===== config.mk =====
export PLATFORM = sky130hd
export DESIGN_NAME = random_hflip
export DESIGN_NICKNAME = d
export VERILOG_FILES = /design/src/rtl/random_hflip.sv
export SDC_FILE = /design/constraint.sdc
export NUM_CORES = 1
export LEC_CHECK = 0
export CAP_MARGIN = 20
export CORE_ASPECT_RATIO = 1.5
export CORE_UTILIZATION = 45
export DETAILED_ROUTE_END_ITERATION = 16
export DONT_BUFFER_PORTS = 1
export GPL_TIMING_DRIVEN = 0
export SYNTH_ARGS = -nofsm -noshare
export SYNTH_HDL_FRONTEND = slang
export SYNTH_HIERARCHICAL = 1
export SYNTH_SLANG_ARGS = --single-unit

===== constraint.sdc =====
create_clock -name clk -period 6.94 [get_ports clk]
set_clock_uncertainty 0.1 [all_clocks]
set_input_delay 1.735 -clock clk [delete_from_list [all_inputs] [get_ports clk]]
set_output_delay 1.735 -clock clk [all_outputs]
set_load 0.01 [all_outputs]

===== src/rtl/random_hflip.sv =====
// Random horizontal-flip stage: buffers each incoming row in a ping-pong pair and
// re-emits it, mirrored left-right when the per-image flip decision is set.
module random_hflip #(
    parameter int          IMG_W     = 28,
    parameter int          IMG_H     = 28,
    parameter int          DATA_W    = 8,
    parameter logic [15:0] LFSR_SEED = 16'hACE1
) (
    input  logic              clk,
    input  logic              reset,
    input  logic              start,
    input  logic [1:0]        flip_mode,
    input  logic [DATA_W-1:0] pixel_i,
    input  logic              pixel_valid_i,
    output logic [DATA_W-1:0] pixel_o,
    output logic              pixel_valid_o,
    output logic              image_done_o,
    output logic              flipped_o,
    output logic              busy_o
);

    localparam int COL_W = $clog2(IMG_W);
    localparam int ROW_W = (IMG_H > 1) ? $clog2(IMG_H) : 1;
    localparam logic [COL_W-1:0] LAST_COL   = COL_W'(IMG_W - 1);
    localparam logic [ROW_W-1:0] LAST_ROW   = ROW_W'(IMG_H - 1);
    localparam logic [15:0]      LFSR_TAPS  = 16'hB400;

    typedef enum logic [1:0] {
        ST_IDLE  = 2'd0,
        ST_FILL  = 2'd1,
        ST_FLUSH = 2'd2
    } state_t;

    function automatic logic [15:0] lfsr_next(input logic [15:0] v);
        return (v >> 1) ^ (v[0] ? LFSR_TAPS : 16'h0000);
    endfunction

    state_t              state_q, state_d;
    logic [15:0]         lfsr_q, lfsr_d;
    logic                flip_q, flip_d;
    logic [COL_W-1:0]    wr_col_q, wr_col_d;
    logic [ROW_W-1:0]    wr_row_q, wr_row_d;
    logic                wr_buf_q, wr_buf_d;
    logic                rd_active_q, rd_active_d;
    logic [COL_W-1:0]    rd_col_q, rd_col_d;
    logic                rd_buf_q, rd_buf_d;
    logic [DATA_W-1:0]   pixel_q, pixel_d;
    logic                pixel_valid_q, pixel_valid_d;
    logic                image_done_q, image_done_d;
    logic                busy_q, busy_d;

    logic [DATA_W-1:0]   mem_q [2][IMG_W];

    logic                wr_en_s;
    logic                wr_addr_buf_s;
    logic [COL_W-1:0]    wr_addr_col_s;
    logic                row_done_s;
    logic [COL_W-1:0]    rd_idx_s;
    logic [DATA_W-1:0]   rd_data_s;
    logic                rd_last_s;
    logic                draw_flip_s;

    // Write/read addressing and per-image flip draw
    always_comb begin
        wr_en_s = pixel_valid_i && (start || (state_q == ST_FILL));
        if (start) begin
            // a pixel arriving with start is column 0 of row 0 of the new image
            wr_addr_buf_s = 1'b0;
            wr_addr_col_s = '0;
        end else begin
            wr_addr_buf_s = wr_buf_q;
            wr_addr_col_s = wr_col_q;
        end
        row_done_s = wr_en_s && !start && (wr_col_q == LAST_COL);
        rd_idx_s   = flip_q ? (LAST_COL - rd_col_q) : rd_col_q;
        rd_data_s  = mem_q[rd_buf_q][rd_idx_s];
        rd_last_s  = rd_active_q && (rd_col_q == LAST_COL);
        case (flip_mode)
            2'b00:   draw_flip_s = 1'b0;
            2'b01:   draw_flip_s = 1'b1;
            default: draw_flip_s = lfsr_q[0];
        endcase
    end

    // Image-level state: filling rows, flushing the final row, or idle
    always_comb begin
        state_d = state_q;
        if (start) begin
            state_d = ST_FILL;
        end else begin
            case (state_q)
                ST_IDLE:  state_d = ST_IDLE;
                ST_FILL:  state_d = (row_done_s && (wr_row_q == LAST_ROW)) ? ST_FLUSH : ST_FILL;
                ST_FLUSH: state_d = rd_last_s ? ST_IDLE : ST_FLUSH;
                default:  state_d = ST_IDLE;
            endcase
        end
    end

    // Flip decision and LFSR, both updated only on start
    always_comb begin
        lfsr_d = lfsr_q;
        flip_d = flip_q;
        if (start) begin
            lfsr_d = lfsr_next(lfsr_q);
            flip_d = draw_flip_s;
        end else begin
            lfsr_d = lfsr_q;
            flip_d = flip_q;
        end
    end

    // Write-side column/row/buffer counters
    always_comb begin
        wr_col_d = wr_col_q;
        wr_row_d = wr_row_q;
        wr_buf_d = wr_buf_q;
        if (start) begin
            wr_col_d = pixel_valid_i ? COL_W'(1) : '0;
            wr_row_d = '0;
            wr_buf_d = 1'b0;
        end else if (row_done_s) begin
            wr_col_d = '0;
            wr_row_d = (wr_row_q == LAST_ROW) ? '0 : (wr_row_q + ROW_W'(1));
            wr_buf_d = ~wr_buf_q;
        end else if (wr_en_s) begin
            wr_col_d = wr_col_q + COL_W'(1);
        end else begin
            wr_col_d = wr_col_q;
        end
    end

    // Read side: a completed row starts a fresh W-cycle read of its buffer
    always_comb begin
        rd_active_d = rd_active_q;
        rd_col_d    = rd_col_q;
        rd_buf_d    = rd_buf_q;
        if (start) begin
            rd_active_d = 1'b0;
            rd_col_d    = '0;
        end else if (row_done_s) begin
            // may coincide with the final load of the previous row; the new row wins
            rd_active_d = 1'b1;
            rd_col_d    = '0;
            rd_buf_d    = wr_buf_q;
        end else if (rd_active_q) begin
            rd_active_d = !rd_last_s;
            rd_col_d    = rd_last_s ? '0 : (rd_col_q + COL_W'(1));
        end else begin
            rd_active_d = 1'b0;
        end
    end

    // Registered output stage
    always_comb begin
        pixel_valid_d = rd_active_q && !start;
        pixel_d       = pixel_valid_d ? rd_data_s : pixel_q;
        image_done_d  = pixel_valid_d && rd_last_s && (state_q == ST_FLUSH);
        if (start) begin
            busy_d = 1'b1;
        end else if (image_done_q) begin
            busy_d = 1'b0;
        end else begin
            busy_d = busy_q;
        end
    end

    // State and control registers with synchronous reset
    always_ff @(posedge clk) begin
        if (reset) begin
            state_q       <= ST_IDLE;
            lfsr_q        <= LFSR_SEED;
            flip_q        <= 1'b0;
            wr_col_q      <= '0;
            wr_row_q      <= '0;
            wr_buf_q      <= 1'b0;
            rd_active_q   <= 1'b0;
            rd_col_q      <= '0;
            rd_buf_q      <= 1'b0;
            pixel_q       <= '0;
            pixel_valid_q <= 1'b0;
            image_done_q  <= 1'b0;
            busy_q        <= 1'b0;
        end else begin
            state_q       <= state_d;
            lfsr_q        <= lfsr_d;
            flip_q        <= flip_d;
            wr_col_q      <= wr_col_d;
            wr_row_q      <= wr_row_d;
            wr_buf_q      <= wr_buf_d;
            rd_active_q   <= rd_active_d;
            rd_col_q      <= rd_col_d;
            rd_buf_q      <= rd_buf_d;
            pixel_q       <= pixel_d;
            pixel_valid_q <= pixel_valid_d;
            image_done_q  <= image_done_d;
            busy_q        <= busy_d;
        end
    end

    // Ping-pong row storage; contents need no reset
    always_ff @(posedge clk) begin
        if (wr_en_s && !reset) begin
            mem_q[wr_addr_buf_s][wr_addr_col_s] <= pixel_i;
        end
    end

    assign pixel_o       = pixel_q;
    assign pixel_valid_o = pixel_valid_q;
    assign image_done_o  = image_done_q;
    assign flipped_o     = flip_q;
    assign busy_o        = busy_q;

    random_hflip_chk u_chk (
        .clk           (clk),
        .reset         (reset),
        .start         (start),
        .pixel_valid_o (pixel_valid_q),
        .image_done_o  (image_done_q),
        .busy_o        (busy_q)
    );

endmodule

// Output-protocol properties of random_hflip.
module random_hflip_chk (
    input logic clk,
    input logic reset,
    input logic start,
    input logic pixel_valid_o,
    input logic image_done_o,
    input logic busy_o
);

    a_done_with_valid: assert property (@(posedge clk) disable iff (reset)
        image_done_o |-> pixel_valid_o);

    a_valid_in_busy: assert property (@(posedge clk) disable iff (reset)
        pixel_valid_o |-> busy_o);

    a_busy_drops: assert property (@(posedge clk) disable iff (reset)
        (image_done_o && !start) |=> !busy_o);

endmodule


==> flow_metrics.tcl <==
set metrics [dict create \
    status "finished clean" \
    coreArea_sq_um 48600 \
    top_level_ports 26 \
    setup-tns-final_ps 0 \
    worstSetupStartpointType "register" \
    design_area_sq_um 24400 \
    vias 14000 \
    period_minus_slack_ps 4410 \
    numCtsBuffers 48 \
    nets 1549 \
    avgSynthCellArea_sq_um 15.0 \
    critPathArrivalTime_ps 4750 \
    postCtsSetupBuffers 0 \
    ys_seq_area_share_pct 65.2 \
    grt_antenna_before_repair 0 \
    globalRouteOverflowTotal 0 \
    synth_top_area_share_pct 60.8 \
    ys.flop_type "edfxtp_1" \
    fp-row-count 99 \
    ir_worst_vdd_uv 189 \
    die_w_um 183 \
    tightestPinTransition_ps 1060 \
    grt_pass1_vias 13900 \
    yosysWarnings 6 \
    drc_errors 0 \
    first_pass_iters 5 \
    rsz0062_at_grt "no" \
    final_antenna_net_count 0 \
    dp_cells 2133 \
    synth_common_cells "448 x edfxtp_1, 142 x mux2i_1, 133 x nor2_1" \
    crit_required_ps 7280 \
    synth_edf_count 448 \
    initial_utilization_pct 45.6 \
    layout-drive-gt1-share_pct 16.3 \
    area_delta_synth_final_pct 10.5 \
    fin_cells 2219 \
    place_congestion 0.983 \
    synthesis.area_sq_um 22100 \
    grt_max_degree 57 \
    maxCapViolCount 0 \
    critPathSlowestCell "clkbuf_1" \
    hpwl_um 50700 \
    syn_inst 1477 \
    cp_max_fo 10 \
    grt_pass1_wl_um 103000 \
    die_y_um 274 \
    htreeDepth 2 \
    cts_buffer_depth 3 \
    fillers 4176 \
    placed_cell_area_sq_um 23000 \
    r2r_slack_ps 2530 \
    hold_buffers 0 \
    p_leak_nw 7.39 \
    synth_fp_nets 1499 \
    cts.sinks 497 \
    post_cts_resized 0 \
    path_delay_family "buffers and inverters" \
    wl_per_cell_um 33.4 \
    critPathMaxStageDelay_ps 710 \
    ys_ff_latch 497 \
    synth-async-reset-ratio_pct 0 \
    critPathBufInv 4 \
    finalHoldViolCount 0 \
    clockRootBuffer "clkbuf_16" \
    netlist.top_cell.by_area "edfxtp_1" \
    grt_usage_pct 30.0 \
    drt_iter0_markers 1507 \
    maxSlewViolCount 0 \
    routed_wl_um 74000 \
    ys_types 70 \
    path_class "reg -> reg" \
    die_area_sq_um 50100 \
    cpMostUsedCell "clkbuf_1" \
    hp-class "reg -> reg" \
    period_share_pct 63.6 \
    slew_headroom_pct 28.7 \
    fin_util_pct 50.3 \
    cts_tree "built" \
    clkTransAtPathRegs_ps 70 \
    end_kind "register" \
    yosysMostFrequentCell "edfxtp_1" \
    vias_per_cell 6.32 \
    path_cells "clkbuf_1 > inv_1 > clkbuf_1 > ha_1 > mux2_2 > clkbuf_1 > nand2_1 > a31oi_1 > o21ai_0 > a41oi_1" \
    synth_area_leaders "edfxtp_1 61%, mux2i_1 6.4%, mux4_2 6.3%, dfxtp_1 4.4%, mux2_2 2.6%" \
    power.density_nw_per_um2 245 \
    fmax_mhz 227 \
    finalSetupViolations 0 \
    clock_latency_ps 560 \
    port_buffers 0 \
]
routing by layer:
metal	part of all wire, %	track usage (%)
met1	36	34.9
met2	49	50.8
met3	6.7	4.58
met4	8.2	21.5
met5	0	0
cells in the final DEF, fill, tap and decap left out, drive strengths merged, types with 6 or more instances in the layout:
cell	instances
buf	66
nand2	60
clkinv	20
clkbuf	84
xnor2	8
nor2b	25
and2	9
o21ai	56
nand2b	11
inv	10
ha	8
dfxtp	49
nand3	30
nor2	133
mux4	66
xor2	8
mux2	53
nand4	12
o221ai	12
a31oi	13
a211oi	15
a21oi	75
a22oi	18
edfxtp	448
mux2i	142
o22ai	34
nor3	19
a211o	6
clkinvlp	6
cell families after synthesis:
family | share of synthesized area, %
compound gates | 7.88
flops | 65.2
mux | 15.9
buf+inv | 3.12
xor+xnor | 0.752
simple gates | 6.68
fa+ha+maj | 0.452
stage by stage:
stage          hold slack [ps]  setup slack, ps  total power [mW]
2_1_floorplan              331             3360              3.44
3_5_place_dp               361             2160              3.50
3_3_place_gp               335             2130              3.50
5_1_grt                    379             2460              6.12
4_1_cts                    375             2640              6.00
6_report                   370             2530              5.98
flip-flops by register name, indices dropped and copies added (netlist names), 2 cells and up, named ones only:
signal / flops
lfsr_q: 16
wr_row_q: 5
pixel_o: 8
mem_q: 448
state_q: 2
rd_col_q: 5
wr_col_q: 5
power by group:
part | internal [mW] | total (mW) | leakage, nW | switching, mW
clock | 1.41 | 2.54 | 0.714 | 1.13
combinational | 0.0536 | 0.172 | 2.25 | 0.118
sequential | 3.27 | 3.27 | 4.43 | 0.00586
cell type report:
type | instances | area [sq um] | area share (%)
antenna | 1 | 2.50 | 0.0102
inverter | 10 | 37.5 | 0.154
tap | 656 | 821 | 3.36
buffer | 94 | 653 | 2.67
multi-input combinational | 876 | 7010 | 28.7
clock inverter | 29 | 239 | 0.978
sequential | 497 | 14400 | 59.0
clock buffer | 56 | 1250 | 5.12
path summary, 6_finish.rpt:
check | startpoint | endpoint | cells after the start
worst max-delay path | rd_col_q[2]$_SDFFE_PP0P_ | pixel_o[7]$_SDFFE_PP0P_ | 10
worst min-delay path | lfsr_q[6]$_SDFFE_PP1P_ | lfsr_q[5]$_SDFFE_PP1P_ | 1
worst max register to register | rd_col_q[2]$_SDFFE_PP0P_ | pixel_o[7]$_SDFFE_PP0P_ | 10
worst min register to register | lfsr_q[6]$_SDFFE_PP1P_ | lfsr_q[5]$_SDFFE_PP1P_ | 1
(Power assumes the default switching activity.)
